==> config.mk <==
export PLATFORM = sky130hd
export DESIGN_NAME = nf10_output_demux
export DESIGN_NICKNAME = d
export VERILOG_FILES = /design/src/rtl/nf10_output_demux.sv
export SDC_FILE = /design/constraint.sdc
export NUM_CORES = 1
export LEC_CHECK = 0
export ABC_AREA = 0
export BUFFER_PORTS_ARGS = -buffer_cell sky130_fd_sc_hd__clkbuf_2
export CELL_PAD_IN_SITES_DETAIL_PLACEMENT = 0
export CELL_PAD_IN_SITES_GLOBAL_PLACEMENT = 2
export CORE_AREA = 2 2 490 492
export DETAILED_ROUTE_END_ITERATION = 10
export DIE_AREA = 0 0 492 494
export PLACE_DENSITY_LB_ADDON = 0.1
export SLEW_MARGIN = 20
export SYNTH_ARGS = -nofsm -noshare
export SYNTH_HDL_FRONTEND = slang
export SYNTH_SLANG_ARGS = --single-unit
==> constraint.sdc <==
create_clock -name axi_aclk -period 2.9 [get_ports axi_aclk]
set_clock_uncertainty 0.2 [all_clocks]
set_input_delay 0.58 -clock axi_aclk [delete_from_list [all_inputs] [get_ports axi_aclk]]
set_output_delay 0.58 -clock axi_aclk [all_outputs]
set_load 0.02 [all_outputs]
==> src/rtl/nf10_output_demux.sv <==
// rtl/nf10_output_demux.sv - fans one merged AXI4-Stream out to 5 ports by the first-beat tuser mask.
// Optional drop counter: define NF10_OUTPUT_DEMUX_DROP_COUNT_EN.
module nf10_output_demux #(
   parameter int C_AXIS_DATA_WIDTH = 64,
   parameter int C_USER_WIDTH      = 128,
   parameter int C_DST_POS         = 24
) (
   input  logic                           axi_aclk,
   input  logic                           axi_reset,
   input  logic [C_AXIS_DATA_WIDTH-1:0]   s_axis_tdata,
   input  logic [C_AXIS_DATA_WIDTH/8-1:0] s_axis_tstrb,
   input  logic [C_USER_WIDTH-1:0]        s_axis_tuser,
   input  logic                           s_axis_tvalid,
   output logic                           s_axis_tready,
   input  logic                           s_axis_tlast,
   output logic [C_AXIS_DATA_WIDTH-1:0]   m_axis_tdata_0,
   output logic [C_AXIS_DATA_WIDTH/8-1:0] m_axis_tstrb_0,
   output logic [C_USER_WIDTH-1:0]        m_axis_tuser_0,
   output logic                           m_axis_tvalid_0,
   input  logic                           m_axis_tready_0,
   output logic                           m_axis_tlast_0,
   output logic [C_AXIS_DATA_WIDTH-1:0]   m_axis_tdata_1,
   output logic [C_AXIS_DATA_WIDTH/8-1:0] m_axis_tstrb_1,
   output logic [C_USER_WIDTH-1:0]        m_axis_tuser_1,
   output logic                           m_axis_tvalid_1,
   input  logic                           m_axis_tready_1,
   output logic                           m_axis_tlast_1,
   output logic [C_AXIS_DATA_WIDTH-1:0]   m_axis_tdata_2,
   output logic [C_AXIS_DATA_WIDTH/8-1:0] m_axis_tstrb_2,
   output logic [C_USER_WIDTH-1:0]        m_axis_tuser_2,
   output logic                           m_axis_tvalid_2,
   input  logic                           m_axis_tready_2,
   output logic                           m_axis_tlast_2,
   output logic [C_AXIS_DATA_WIDTH-1:0]   m_axis_tdata_3,
   output logic [C_AXIS_DATA_WIDTH/8-1:0] m_axis_tstrb_3,
   output logic [C_USER_WIDTH-1:0]        m_axis_tuser_3,
   output logic                           m_axis_tvalid_3,
   input  logic                           m_axis_tready_3,
   output logic                           m_axis_tlast_3,
   output logic [C_AXIS_DATA_WIDTH-1:0]   m_axis_tdata_4,
   output logic [C_AXIS_DATA_WIDTH/8-1:0] m_axis_tstrb_4,
   output logic [C_USER_WIDTH-1:0]        m_axis_tuser_4,
   output logic                           m_axis_tvalid_4,
   input  logic                           m_axis_tready_4,
   output logic                           m_axis_tlast_4,
   output logic [31:0]                    drop_count
);

   localparam int STRB_W = C_AXIS_DATA_WIDTH / 8;

   typedef enum logic {ST_SOP, ST_MID} state_t;

   state_t                       state;
   logic [4:0]                   dest;
   logic [4:0]                   pend;
   logic [C_AXIS_DATA_WIDTH-1:0] hold_data;
   logic [STRB_W-1:0]            hold_strb;
   logic [C_USER_WIDTH-1:0]      hold_user;
   logic                         hold_last;

   logic [4:0] ready_vec;
   logic [4:0] live_mask;
   logic [4:0] mask_eff;
   logic       accept;

   assign ready_vec = {m_axis_tready_4, m_axis_tready_3, m_axis_tready_2,
                       m_axis_tready_1, m_axis_tready_0};
   assign live_mask = s_axis_tuser[C_DST_POS +: 5];
   assign mask_eff  = (state == ST_SOP) ? live_mask : dest;

   // Ready as soon as every still-pending copy is being taken this cycle,
   // so the holding register refills in the same cycle it drains.
   assign s_axis_tready = ((pend & ~ready_vec) == 5'd0);
   assign accept        = s_axis_tvalid & s_axis_tready;

   always_ff @(posedge axi_aclk) begin
      if (axi_reset) begin
         state     <= ST_SOP;
         dest      <= 5'd0;
         pend      <= 5'd0;
         hold_data <= '0;
         hold_strb <= '0;
         hold_user <= '0;
         hold_last <= 1'b0;
      end else if (accept) begin
         hold_data <= s_axis_tdata;
         hold_strb <= s_axis_tstrb;
         hold_user <= s_axis_tuser;
         hold_last <= s_axis_tlast;
         pend      <= mask_eff;
         case (state)
            ST_SOP: begin
               dest  <= live_mask;
               state <= s_axis_tlast ? ST_SOP : ST_MID;
            end
            ST_MID: begin
               if (s_axis_tlast) state <= ST_SOP;
            end
            default: state <= ST_SOP;
         endcase
      end else begin
         pend <= pend & ~ready_vec;
      end
   end

`ifdef NF10_OUTPUT_DEMUX_DROP_COUNT_EN
   logic [31:0] drop_cnt;

   always_ff @(posedge axi_aclk) begin
      if (axi_reset) begin
         drop_cnt <= 32'd0;
      end else if (accept && state == ST_SOP && live_mask == 5'd0 &&
                   drop_cnt != 32'hFFFF_FFFF) begin
         drop_cnt <= drop_cnt + 32'd1;
      end
   end

   assign drop_count = drop_cnt;
`else
   assign drop_count = 32'd0;
`endif

   assign m_axis_tdata_0  = hold_data;
   assign m_axis_tstrb_0  = hold_strb;
   assign m_axis_tuser_0  = hold_user;
   assign m_axis_tlast_0  = hold_last;
   assign m_axis_tvalid_0 = pend[0];

   assign m_axis_tdata_1  = hold_data;
   assign m_axis_tstrb_1  = hold_strb;
   assign m_axis_tuser_1  = hold_user;
   assign m_axis_tlast_1  = hold_last;
   assign m_axis_tvalid_1 = pend[1];

   assign m_axis_tdata_2  = hold_data;
   assign m_axis_tstrb_2  = hold_strb;
   assign m_axis_tuser_2  = hold_user;
   assign m_axis_tlast_2  = hold_last;
   assign m_axis_tvalid_2 = pend[2];

   assign m_axis_tdata_3  = hold_data;
   assign m_axis_tstrb_3  = hold_strb;
   assign m_axis_tuser_3  = hold_user;
   assign m_axis_tlast_3  = hold_last;
   assign m_axis_tvalid_3 = pend[3];

   assign m_axis_tdata_4  = hold_data;
   assign m_axis_tstrb_4  = hold_strb;
   assign m_axis_tuser_4  = hold_user;
   assign m_axis_tlast_4  = hold_last;
   assign m_axis_tvalid_4 = pend[4];

endmodule

After elaboration in Yosys (flattened, before gate mapping)
Cells that the tools add are included.
- bits in registers: 212
- mux-type cells: 3
- bitwise gates (word level): 3
- reductions and logical operators: 1
- operators by type and width (operator ; number):
    $mux W5 ; 2
    $and A5 B5 Y5 ; 1
    $logic_not A5 Y1 ; 1
    $not A5 Y5 ; 1
    $and A1 B1 Y1 ; 1
    $mux W1 ; 1

Logic depth before layout (Yosys ltp)
Gate-level depths: netlist of run 1.
- word-level depth: 5
- depth in mapped cells: 6

Least setup slack after synthesis of run 1
Ideal clock, no wire load.
- path type: input-to-output
- from: input port m_axis_tready_0
- to: output port s_axis_tready
- arrival time: 1.207 ns
- setup slack: 0.913 ns
- cell stages on the path: 3
- cells stage by stage: nand2b_1 > nand4_4 > nor2b_1
- cells in the longest elaborated chain, start to end: 3
- ends and longest elaborated chain (item ; RTL line ; text):
    start: declaration ; 20 ; input logic m_axis_tready_0,
    $not A5 Y5 ; 73 ; assign s_axis_tready = ((pend & ~ready_vec) == 5'd0);
    $and A5 B5 Y5 ; 73 ;
    $logic_not A5 Y1 ; 73 ;
    end: declaration ; 14 ; output logic s_axis_tready,
No other way between the ends.

Final worst setup path of run 1
- from: register pend[0]
- to: output port s_axis_tready
- cells in the longest elaborated chain, start to end: 2
- ends and longest elaborated chain (item ; RTL line ; text):
    start: declaration ; 55 ; logic [4:0] pend;
    start signal: assignment ; 90 ; pend <= mask_eff;
    start signal: assignment ; 102 ; pend <= pend & ~ready_vec;
    $and A5 B5 Y5 ; 73 ;
    $logic_not A5 Y1 ; 73 ;
No other way between the ends.

==> flow_summary.ini, run 1 <==
[setup_path]
cp_num_cells = 5
r2r_start = pend[0]
critPathTopFamily = simple AND/OR/NAND/NOR gates
worst_r2r_path_depth = 6
crit_type = register to output port
end_kind = output port
r2r_setup_slack_ns = 0.82
path_buf_inv = 2
cpPeakStageDelay_ns = 0.31
cp_cell_sequence = nand2b_1 > nand4_4 > nor2b_2 > buf_4 > clkbuf_2
critPathRequiredTime_ns = 2.12
path_max_fanout = 4
slowest_stage = dfxtp_1
worstPathArrival_ns = 1.82
critPathLaunchType = register
cp-startpoint = pend[0]
r2r_end = m_axis_tuser_0[71]
cp-endpoint = s_axis_tready

[sta]
hold_violations = 0
finalCritPeriodShare_pct = 89.51
worst_pin_slew_ns = 0.7393
rsz0062_at_grt = no
slew_violations = 0
relSlewSlack_pct = 50.64
min_period_ns = 2.596
timing.fmax_mhz = 385.2
setup_viol = 0
finalSetupTns_ns = 0

[synthesis]
synthCells = 1759
synth_flop_cell = dfxtp_1
synth_top_cell_by_area = buf_4
netlist.area_leader.share_pct = 39.33
ys_warn_count = 0
synth_area_um2 = 15980
synth_seq_cells = 212
ys_types = 21
ys_top_cells_by_area = buf_4 (39%), dfxtp_1 (27%), nand2b_1 (16%), mux2i_1 (13%), buf_12 (2.5%)
synth_edf_count = 0
seq_area_frac_synth_pct = 26.57
async_reset_ff_share_pct = 0
avgSynthCellArea_um2 = 9.082

[power_and_ir_drop]
power.density_nw_per_um2 = 555.0
seqPwrFrac_pct = 30.4
ir_worst_vdd_mv = 0.3020
power.internal_mw = 7.402
p_clk_share_pct = 36.1
swShare_pct = 40.90
p_sw_mw = 5.123
combinationalPowerShare_pct = 33.5
cellLeakagePower_nw = 10.65

[clocking]
cts_buffer_depth = 3
clock-sinks = 212
path_clk_slew_ns = 0.05
cts_buffers = 36
clockRootBuffer = clkbuf_16
clkLatencyLatePin_ns = 0.60
tritoncts = built
cts-htree-levels = 2

[run]
max_cap_violations = 0

[grt]
antenna_found_initial = 38
grt_pass1_vias = 11810
grt_pass1_wl_mm = 110.2
grt_max_degree = 89
grt_usage_pct = 6.616
globalRouteOverflowTotal = 0

[place]
postPlaceCellArea_um2 = 19670
portBuffers = 1219
place_hpwl_mm = 72.02
gp_congestion = 0.6933

[floorplanning]
initial_core_util_pct = 6.729
pin_count = 1252
fp.dieArea_um2 = 243000
num_rows = 179
chipWidth_um = 492
dieHeight_um = 494
coreArea_um2 = 237400

[drt]
first_pass_iters = 4
viasPerCell = 2.212
wirelength_mm = 85.24
drtIter0Drc = 429
wire_per_inst_um = 15.37
postRouteAntennaNets = 0
route.detailed.drc = 0
vias = 12270

[finish]
areaGrowthSynthToFinish_pct = 41.26
postLayoutCellArea_um2 = 22570
fillers = 27790
drive_gt1_share_pct = 55.63
nets = 2556

[status]
status = finished, final reports clean

[worst_hold_path]
hp-class = input port to register
-- worst min-delay path, cell delays in order --
cell and delay [ns]:
clkbuf_2 0.08, nand2b_1 0.07, mux2i_1 0.07
-- per-layer routing --
metal | global-route usage, % | vias up | share of wire, % | wire length [um]
li1 | - | 5828 | - | -
met1 | 7.662 | 5558 | 40 | 34400
met2 | 11.07 | 716 | 47 | 40290
met3 | 2.691 | 120 | 9.5 | 8056
met4 | 2.055 | 50 | 2.5 | 2171
met5 | 0 | - | 0.38 | 322
-- cell type report --
class	count	area, um2	area share [%]
sequential	212	4244	18.81
clock buffer	56	1097	4.862
tap	3167	3963	17.56
timing repair buffer	1425	8193	36.31
antenna	9	22.52	0.09980
clock inverter	6	87.58	0.3881
multi-input combinational	672	4960	21.98
-- power by group through the flow --
stage	registers, mW	clock network (mW)	logic (mW)
6_report	3.81	4.52	4.19
5_1_grt	3.88	4.99	4.46
4_1_cts	3.85	4.90	4.32
3_5_place_dp	3.91	0	4.09
3_3_place_gp	3.88	0	4.19
2_1_floorplan	3.86	0	3.52
-- repair_timing --
action                                  4_1_cts  5_1_grt
endpoints found under the setup margin        1        0
hold buffers                                169        0
setup buffers                                 0        0
resized for setup                             1        0
endpoints found under the hold margin       169        0
-- cells in the final DEF, fill, tap and decap left out, types with 4 or more instances in the layout --
| cell type | n |
|---|---|
| clkbuf_8 | 10 |
| clkbuf_1 | 9 |
| clkbuf_16 | 37 |
| nor2_1 | 5 |
| diode_2 | 9 |
| mux2_2 | 4 |
| buf_4 | 28 |
| nor2b_1 | 6 |
| nand2b_1 | 404 |
| buf_12 | 9 |
| mux2i_1 | 206 |
| dfxtp_1 | 212 |
| dlygate4sd3_1 | 169 |
| clkbuf_2 | 1218 |
| conb_1 | 32 |
| o2bb2ai_1 | 5 |
-- registers in the layout (all words and copies together) (netlist names) --
register	flops
m_axis_tuser_0	128
m_axis_tlast_0	1
pend	5
m_axis_tdata_0	64
state	1
dest	5
m_axis_tstrb_0	8
-- worst min path at each step --
stage | from | to | slack, ns | cells past startpoint
after global placement | m_axis_tuser_0[125] | m_axis_tuser_0[125] | 0.32 | 2
final | s_axis_tdata[26] | m_axis_tdata_0[26] | 0.08 | 3
after detailed placement | pend[1] | pend[1] | 0.33 | 2
after global routing | s_axis_tdata[26] | m_axis_tdata_0[26] | 0.04 | 3
after CTS | s_axis_tdata[47] | m_axis_tdata_0[47] | 0.006 | 3
after floorplan | dest[4] | dest[4] | 0.34 | 2
-- logic make-up after synthesis --
| kind of cell | synth area share [%] |
|---|---|
| buffers and inverters | 43.13 |
| muxes | 13.26 |
| AOI/OAI and AO/OA | 0.3602 |
| other | 0.02347 |
| DFF | 26.57 |
| and+or+nand+nor | 16.66 |
-- cells in the mapped netlist (3+ instances only) --
master	number
buf_4	837
nand2b_1	404
dfxtp_1	212
mux2i_1	206
clkbuf_1	44
buf_12	20
nor2b_1	7
nor2_1	5
o2bb2ai_1	5
mux2_2	4
buf_2	3
nand2b_2	3
-- per-stage QoR --
step | utilization [%] | worst slack, ns | hold slack [ns] | instances | power [mW]
floorplan | - | 0.9129 | 0.3423 | 1790 | 7.388
global placement | 8.283 | 0.3161 | 0.3201 | 5307 | 8.070
detailed placement | 8.283 | 0.3223 | 0.3327 | 5307 | 8.002
CTS | 9.496 | 0.08598 | 0.006457 | 5538 | 13.07
global route | 9.502 | 0.05854 | 0.04086 | 5544 | 13.32
finish | 9.506 | 0.3042 | 0.07910 | 5547 | 12.52
No activity file was read; power rests on OpenSTA's default activity.
==> run 2: changes to the inputs <==
==> constraint.sdc (replaced) <==
create_clock -name axi_aclk -period 2.9 [get_ports axi_aclk]
set_clock_uncertainty 0.2 [all_clocks]
set_input_delay 0.145 -clock axi_aclk [delete_from_list [all_inputs] [get_ports axi_aclk]]
set_output_delay 0.145 -clock axi_aclk [all_outputs]
set_load 0.02 [all_outputs]
==> run 2 against run 1 <==
Against the previous run: fmax grew 2.7%; power up 2.6%; via count increased by 3.0%; clock power increased by 6.0%; hold slack better by 0.066 ns; final area rose by 2.8%; combinational power up 1%; non-clock buffer count increased by 49; cell count rose by 1.1%; critical path depth is 2 higher; setup slack better by 0.067 ns; sequential cell count unchanged.
==> flow_summary.ini, run 2 (synthesis gave the netlist of run 1 again) <==
[floorplanning]
dieHeight_um = 494
coreArea_um2 = 237400
pin_count = 1252
initial_core_util_pct = 6.729
chipWidth_um = 492
num_rows = 179
fp.dieArea_um2 = 243000

[sta]
hold_violations = 0
min_period_ns = 2.529
setup_viol = 0
finalSetupTns_ns = 0
timing.fmax_mhz = 395.5
finalCritPeriodShare_pct = 87.19
rsz0062_at_grt = no
holdWs_ns = 0.1449
worst_pin_slew_ns = 0.6923
relSlewSlack_pct = 53.85
slew_violations = 0

[grt]
grt_pass1_wl_mm = 111.3
grt_pass1_vias = 12070
antenna_found_initial = 26
grt_usage_pct = 6.627
grt_max_degree = 89
globalRouteOverflowTotal = 0

[drt]
vias = 12640
viasPerCell = 2.253
route.detailed.drc = 0
postRouteAntennaNets = 0
first_pass_iters = 4
wirelength_mm = 85.66
drtIter0Drc = 363
wire_per_inst_um = 15.27

[clocking]
cts_buffers = 38
tritoncts = built
cts_resized = 0
clkLatencyLatePin_ns = 0.61
clockRootBuffer = clkbuf_16
cts-htree-levels = 2
path_clk_slew_ns = 0.06
clock-sinks = 212
cts_buffer_depth = 3

[setup_path]
end_kind = register
path_max_fanout = 24
critPathLaunchType = register
r2r_setup_slack_ns = 0.37
critPathRequiredTime_ns = 3.24
worstPathArrival_ns = 2.87
crit_type = register to register

[finish]
layout_common_cells = clkbuf_2 (1218), nand2b_1 (404), dlygate4sd3_1 (236), dfxtp_1 (212), mux2i_1 (206)
drive_gt1_share_pct = 53.79
final_common_cell = clkbuf_2
areaGrowthSynthToFinish_pct = 45.21
nets = 2607
largest_reg_flops = 128
postLayoutCellArea_um2 = 23200
fillers = 27690

[power_and_ir_drop]
power.density_nw_per_um2 = 553.8
ir_worst_vdd_mv = 0.3081
power_mw = 12.85
cellLeakagePower_nw = 10.93

[place]
place_hpwl_mm = 71.62
portBuffers = 1219
gp_congestion = 0.6846
postPlaceCellArea_um2 = 19530

[worst_hold_path]
hp-class = input port to register

[status]
status = finished, final reports clean

[run]
max_cap_violations = 0
[run 2: changes by cell type in the layout (fill, tap and decap cells not counted), moves of 4 or more]
cell,previous run,this run
clkinv_2,2,7
clkbuf_16,37,41
dlygate4sd3_1,169,236
buf_4,28,10
clkbuf_8,10,6
diode_2,9,14
[run 2: final cells by class]
type,count,area (um2),area share [%]
repair buffers,1474,8728,37.63
multi-input cells,672,4957,21.37
flip-flops and latches,212,4244,18.30
well taps,3167,3963,17.08
clock buffers,58,1150,4.957
clock inverters,12,120.1,0.5178
diodes,14,35.03,0.1510
[run 2: timing repair]
item                                   CTS  global route
hold buffers                           236             0
endpoints found under the hold margin  212             0
setup buffers                            0             0
[run 2: layer usage]
metal / global-route usage [%] / vias up / share of wire (%)
li1: - / 5951 / -
met1: 7.989 / 5842 / 42
met2: 11.15 / 732 / 48
met3: 2.135 / 94 / 7.9
met4: 1.989 / 20 / 2.4
met5: 0 / - / 0.15
[run 2: path summary, 6_finish.rpt]
| check | startpoint | to | depth (start not counted) |
|---|---|---|---|
| max reg2reg | pend[0] | m_axis_tuser_0[78] | 7 |
| min | s_axis_tuser[46] | m_axis_tuser_0[46] | 4 |
| max | pend[0] | m_axis_tuser_0[78] | 7 |
| min reg2reg | m_axis_tdata_0[20] | m_axis_tdata_0[20] | 2 |
[run 2: per-stage QoR]
| stage | setup slack, ns | cells | util (%) |
|---|---|---|---|
| after floorplan | 1.266 | 1790 | - |
| after global placement | 0.8448 | 5289 | 8.227 |
| after detailed placement | 0.8039 | 5289 | 8.227 |
| after CTS | 0.3123 | 5595 | 9.757 |
| after global routing | 0.1837 | 5605 | 9.767 |
| final | 0.3714 | 5609 | 9.771 |
[run 2: where the power goes]
part	switching (mW)	internal, mW
Clock	1.88	2.91
Combinational	2.74	1.51
Sequential	0.631	3.18
[run 2: critical path, stage by stage, from the launching register on]
cell,delay (ns)
dfxtp_1,0.31
nand2b_1,0.14
nand4_4,0.16
nor2_8,0.20
buf_12,0.20
buf_4,0.44
mux2i_1,0.24
dlygate4sd3_1,0.55
